File: config.mk
export PLATFORM = sky130hd
export DESIGN_NAME = ifetch_unit
export DESIGN_NICKNAME = d
export VERILOG_FILES = /design/src/rtl/ifetch_unit.sv
export SDC_FILE = /design/constraint.sdc
export NUM_CORES = 1
export LEC_CHECK = 0
export CELL_PAD_IN_SITES_DETAIL_PLACEMENT = 0
export CELL_PAD_IN_SITES_GLOBAL_PLACEMENT = 1
export CORE_UTILIZATION = 31
export DETAILED_ROUTE_END_ITERATION = 10
export GPL_ROUTABILITY_DRIVEN = 0
export PLACE_DENSITY = 0.9
export REMOVE_ABC_BUFFERS = 1
export SYNTH_ARGS = -nofsm -noshare
export SYNTH_HDL_FRONTEND = slang
export SYNTH_SLANG_ARGS = --single-unit
File: constraint.sdc
create_clock -name clk -period 1.8 [get_ports clk]
set_input_delay 0.36 -clock clk [delete_from_list [all_inputs] [get_ports clk]]
set_output_delay 0.36 -clock clk [all_outputs]
set_load 0.01 [all_outputs]
File: src/rtl/ifetch_unit.sv
// Instruction-fetch sequencer: issues one request per PC, waits for the memory strobe,
// delivers the word with a one-cycle iready pulse, and traps misaligned PCs and timeouts.
module ifetch_unit #(
  parameter int          TIMEOUT   = 255,
  parameter logic [31:0] NOP_INSTR = 32'h0000_0013
) (
  input  logic        clk,
  input  logic        RST,
  input  logic [31:0] PCaddr,
  input  logic        halt,
  input  logic        irvalid,
  input  logic [31:0] irdata,
  output logic        iren,
  output logic [31:0] iaddr,
  output logic [31:0] instr,
  output logic        iready,
  output logic        fault,
  output logic [1:0]  fault_cause,
  output logic [31:0] fetch_count
);

  typedef enum logic [1:0] {
    S_ISSUE   = 2'd0,
    S_WAIT    = 2'd1,
    S_DELIVER = 2'd2,
    S_FAULT   = 2'd3
  } state_t;

  localparam int            CW    = (TIMEOUT > 0) ? $clog2(TIMEOUT + 1) : 1;
  localparam logic [CW-1:0] TLAST = CW'((TIMEOUT > 0) ? TIMEOUT - 1 : 0);

  state_t        state;
  logic [CW-1:0] wait_count;

  always_ff @(posedge clk) begin
    if (RST) begin
      state       <= S_ISSUE;
      iren        <= 1'b0;
      iaddr       <= '0;
      instr       <= NOP_INSTR;
      iready      <= 1'b0;
      fault       <= 1'b0;
      fault_cause <= 2'b00;
      fetch_count <= '0;
      wait_count  <= '0;
    end else begin
      // NOTE: non-blocking assignments throughout, so every branch reads the
      // pre-edge values and the default below is simply overridden where needed.
      iready <= 1'b0;
      unique case (state)
        S_ISSUE: begin
          if (!halt) begin
            if (PCaddr[1:0] != 2'b00) begin
              fault       <= 1'b1;
              fault_cause <= 2'b01;
              state       <= S_FAULT;
            end else begin
              iaddr      <= PCaddr;
              iren       <= 1'b1;
              wait_count <= '0;
              state      <= S_WAIT;
            end
          end
        end
        S_WAIT: begin
          // halt is deliberately ignored here: an open request must finish or time out
          if (irvalid) begin
            instr       <= irdata;
            iren        <= 1'b0;
            iready      <= 1'b1;
            fetch_count <= fetch_count + 32'd1;
            state       <= S_DELIVER;
          end else if ((TIMEOUT != 0) && (wait_count == TLAST)) begin
            iren        <= 1'b0;
            fault       <= 1'b1;
            fault_cause <= 2'b10;
            state       <= S_FAULT;
          end else begin
            wait_count <= wait_count + CW'(1);
          end
        end
        S_DELIVER: begin
          state <= S_ISSUE;
        end
        S_FAULT: begin
          state <= S_FAULT;
        end
        default: begin
          state <= S_ISSUE;
        end
      endcase
    end
  end

endmodule

; ---- Yosys cells after proc, flatten, opt, wreduce, memory -nomap -nowiden
; Index checks and enable logic that the tools add are counted.
[totals]
latchBits = 0
mem_count = 0
out_inout_bits = 101
mem_bits_rw = 0
wordCells = 61
in_bits = 68
regBits = 111
mem_bits_ro = 0
[op_classes]
n_lt_le_gt_ge = 0
n_mux = 26
reduce_logical = 10
n_bitwise = 3
n_shift = 0
div = 0
eq_ne = 11
mul = 0
add_sub_neg = 2
[op_table]
columns = cell, count
row1 = $add A32 B1 Y32 const B, 1
row2 = $mux W8, 4
row3 = $mux W2, 8
row4 = $pmux W8 S2, 1
row5 = $ne A2 B2 Y1 const B, 6
row6 = $reduce_and A5 Y1, 2
row7 = $mux W1, 9
row8 = $add A8 B1 Y8 const B, 1
row9 = $eq A8 B8 Y1 const B, 1
row10 = $pmux W2 S4, 1
row11 = $eq A2 B2 Y1 const B, 2
row12 = $pmux W1 S2, 2
row13 = $pmux W2 S2, 1
row14 = $reduce_and A2 Y1, 2
row15 = $reduce_and A4 Y1, 1
row16 = $reduce_bool A2 Y1, 2
row17 = $ne A3 B3 Y1 const B, 1
row18 = $not A1 Y1, 3
row19 = $reduce_and A3 Y1, 1
row20 = $eq A2 B1 Y1 const B, 1
row21 = $logic_not A2 Y1, 1
row22 = $reduce_or A2 Y1, 1

; ---- Depth between registers and ports, before layout
[logic_depth]
depth_word = 4
ltp_mapped = 8
ltp_nobuf = 6

; ---- Worst setup path before layout
; OpenSTA, ideal clock, no wires.
[synth_timing]
path_kind = register to register
start = register fetch_count[0]
end = register fetch_count[28]
t_required_ns = 1.668
arrival_ns = 1.597
path_stages_with_launch = 9
synth_period_minus_slack_ns = 1.730
path_slack_ns = 0.070
path_buffers = 3
setup_time_ns = 0.132
path_cell_list = dfxtp_1 -> ha_1 -> and4b_1 -> buf_2 -> nand4_1 -> clkbuf_1 -> buf_2 -> o31ai_1 -> a21oi_1
[synth_between]
elab_chain_len = 1
[synth_lines]
columns = element, line_no
row1 = "start, declared", 19  ; output logic [31:0] fetch_count
row2 = "start signal, assigned", 71  ; fetch_count <= fetch_count + 32'd1;
row3 = $add A32 B1 Y32, 71
; No other way between the ends.
; A chain may end at the register's enable or synchronous reset.

; ---- Worst setup path after layout
[layout_timing]
start = register fetch_count[25]
end = output fetch_count[25]
; No word-level cell between the ends.

==> flow_summary.toml <==
[timing]
tightest_pin_transition_ns = 0.419
tns_ns = 0
hold_violations = 0
layout_worst_path_cycle_share = 0.977
layout_setup_ws_ns = 0.0412
rsz_0062_raised_after_global_routing = "true"
timing.max_slew.rel_slack = 0.720
slew_viol_final = 0
finClkSkew_ns = 0.00674
min_period_ns = 1.76
max_freq_mhz = 569
timing.final.setup_violations = 0

[final_layout]
layout-area-overhead-vs-synth_pct = 56.3
layout.cells.most_common_list = "166 x clkdlybuf4s50_1, 141 x nand2_1, 109 x dfxtp_1"
fin_nets = 805
num_antenna_cells = 0
post_route_cells_drive_above_1_share = 0.110
layout.cells.most_common = "clkdlybuf4s50_1"

[synthesis]
yosys.cell_types.count = 41
yosysWarningCount = 0
synth_edf_count = 0
synth_seq_cells = 111
synth_cells = 541
ys.flop_type = "dfxtp_1"
synth-async-reset-ratio = 0
post_synth.cell_area_avg_um2 = 8.22
synth-seq-area-share = 0.500
syn_area_um2 = 4450

[global_route]
grt_overflow = 0
grt_usage = 0.175
grt_first_pass_wirelength_um = 20300
vias_in_the_first_global_route = 4273
grt_start_max_net_pins = 35
antenna_found_initial = 0

[critical_path]
end_kind = "primary output"
cpMaxStageDelayCell = "clkdlybuf4s50_1"
cell_depth_of_the_worst_flop_to_flop_path = 5
critical-path-max-stage-delay_ns = 0.54
critical_path_arrival_ns = 1.40
startpoint_type = "flop"
required_time_of_the_critical_path_ns = 1.44
crit_chain = "buf_4 > clkdlybuf4s50_1"
crit_fanout = 6
critPathKind = "reg -> out"
regToRegEndpoint = "fetch_count[26]"
crit_start = "fetch_count[25]"
register_to_register_setup_slack_ns = 0.06
rr_startpoint = "fetch_count[15]"
timing.critical_path.buf_inv = 2
critPathTopFamily = "buffers and inverters"

[placed_design]
detailed_place_hpwl_um = 9310
dp_slack_ns = -0.352
numPortBuffers = 168

[floorplanning]
io_pins = 169
rows = 43
die_height_um = 122
die_w_um = 122
die-area_um2 = 14800
initial_core_util = 0.319
placeableCoreArea_um2 = 13900

[clocking]
clk_transition_reported_paths_ns = 0.07
clockBufferDepth = 2
clock_insertion_delay_worst_skew_ns = 0.35
total_clock_buffers_created_by_cts = 9
cts_post_setup_buffers_inserted = 0
cts.sink_count = 111
cts_htree_levels = 3
cts.root.buffer_cell = "clkbuf_16"
tritoncts = "built"

[run_status]
status = "finished clean"

[drt]
drt_iter0_markers = 212
vias = 4587
vias_per_cell = 4.99
drt_drc_violations_left = 0
drt-total-wl_um = 12800
firstDrtPassIters = 4
antenna_left = 0
wl_per_cell_um = 13.9

[pwr]
cellLeakagePower_nw = 2.47
ir_drop_mv = 0.578
powerDensity_nw_per_um2 = 750

[flow_run]
max_cap_viol_count = 0

[worst_hold_path]
hold_end = "fetch_count[10]"
hp-start = "RST"
worst_hold_path_type = "in -> reg"
min_path_cells = 2
## sequential cells by signal, indices dropped and copies added (netlist names)
signal       flops
fetch_count     32
state            2
wait_count       8
iaddr           32
iren             1
fault_cause      2
fault            1
instr           32
iready           1
## layer usage
layer	wire, um	GRT usage	vias to the layer above
li1	-	-	2276
met1	5210	0.202	2155
met2	6470	0.300	130
met3	734	0.0412	26
met4	376	0.0910	0
met5	0	0	-
## worst register-to-register path: stages (launching register included)
cell and delay, ns:
dfxtp_1 0.34, and4_4 0.25, nand4_4 0.30, buf_4 0.28, o31a_1 0.29, o21a_1 0.18
## area by class of cell
type                       count  area, um2
clock buffer                  12        256
tap                          180        225
fill                        1310       6980
clock inverter                 4       52.6
inverter                       7       26.3
multi-input combinational    383       2040
sequential                   111       2220
timing repair buffer         222       2120
## cells by family after synthesis
family,count (synthesis),share of synthesized area
AO/OA/AOI/OAI,125,0.163
XOR/XNOR,9,0.0177
adder cells (fa/ha/maj),3,0.00844
buffers and inverters,47,0.0442
flip-flops,111,0.500
multiplexers,1,0.00253
AND/OR/NAND/NOR,245,0.265
## cells in the mapped netlist (all sizes together), types with 2 or more instances
cell    number  area, um2
nor3         9       45.0
ha           3       37.5
nor4         3       18.8
buf         15       76.3
xnor2        2       17.5
nand3       17       85.1
nand4       13        111
nor2b        3       18.8
xor2         7       61.3
a311oi       3       26.3
o31ai       16        120
o31a         2       17.5
nand2b       3       18.8
inv          7       26.3
nor2        17       63.8
o21ai        8       40.0
and4         5       46.3
and3        10       62.6
a21oi       85        425
or4         15        113
o21a         3       22.5
a41oi        3       26.3
dfxtp      111       2220
clkbuf      25       93.8
nand2      141        529
or3          4       25.0
## worst max path at each step
stage                       to  slack [ns]  cells past startpoint
2_1_floorplan  fetch_count[31]       -0.64                      4
3_3_place_gp   fetch_count[28]       -0.34                      6
3_5_place_dp   fetch_count[28]       -0.35                      6
4_1_cts        fetch_count[16]       0.006                      1
5_1_grt        fetch_count[26]       -0.03                      5
6_report       fetch_count[25]        0.04                      2
## power by group
part	switching (W)	internal (W)
clock network	0.000902	0.00116
registers	0.0000374	0.00252
logic	0.000258	0.000334
## per-stage QoR
step                 util  total power [W]  hold slack, ns  instances  cell area (um2)
floorplan               -          0.00279           0.429        501             4280
global placement    0.475          0.00320           0.439        903             6620
detailed placement  0.475          0.00321           0.446        903             6620
CTS                 0.497          0.00528           0.380        919             6930
global route        0.499          0.00543           0.391        919             6950
finish              0.499          0.00521           0.386        919             6950
## timing repair
item                                    in CTS  in global routing
endpoints found under the setup margin       2                 13
hold buffers                                 0                  0
pin swaps                                    0                  1
gates resized for setup                      2                  5
(Power assumes the default switching activity.)
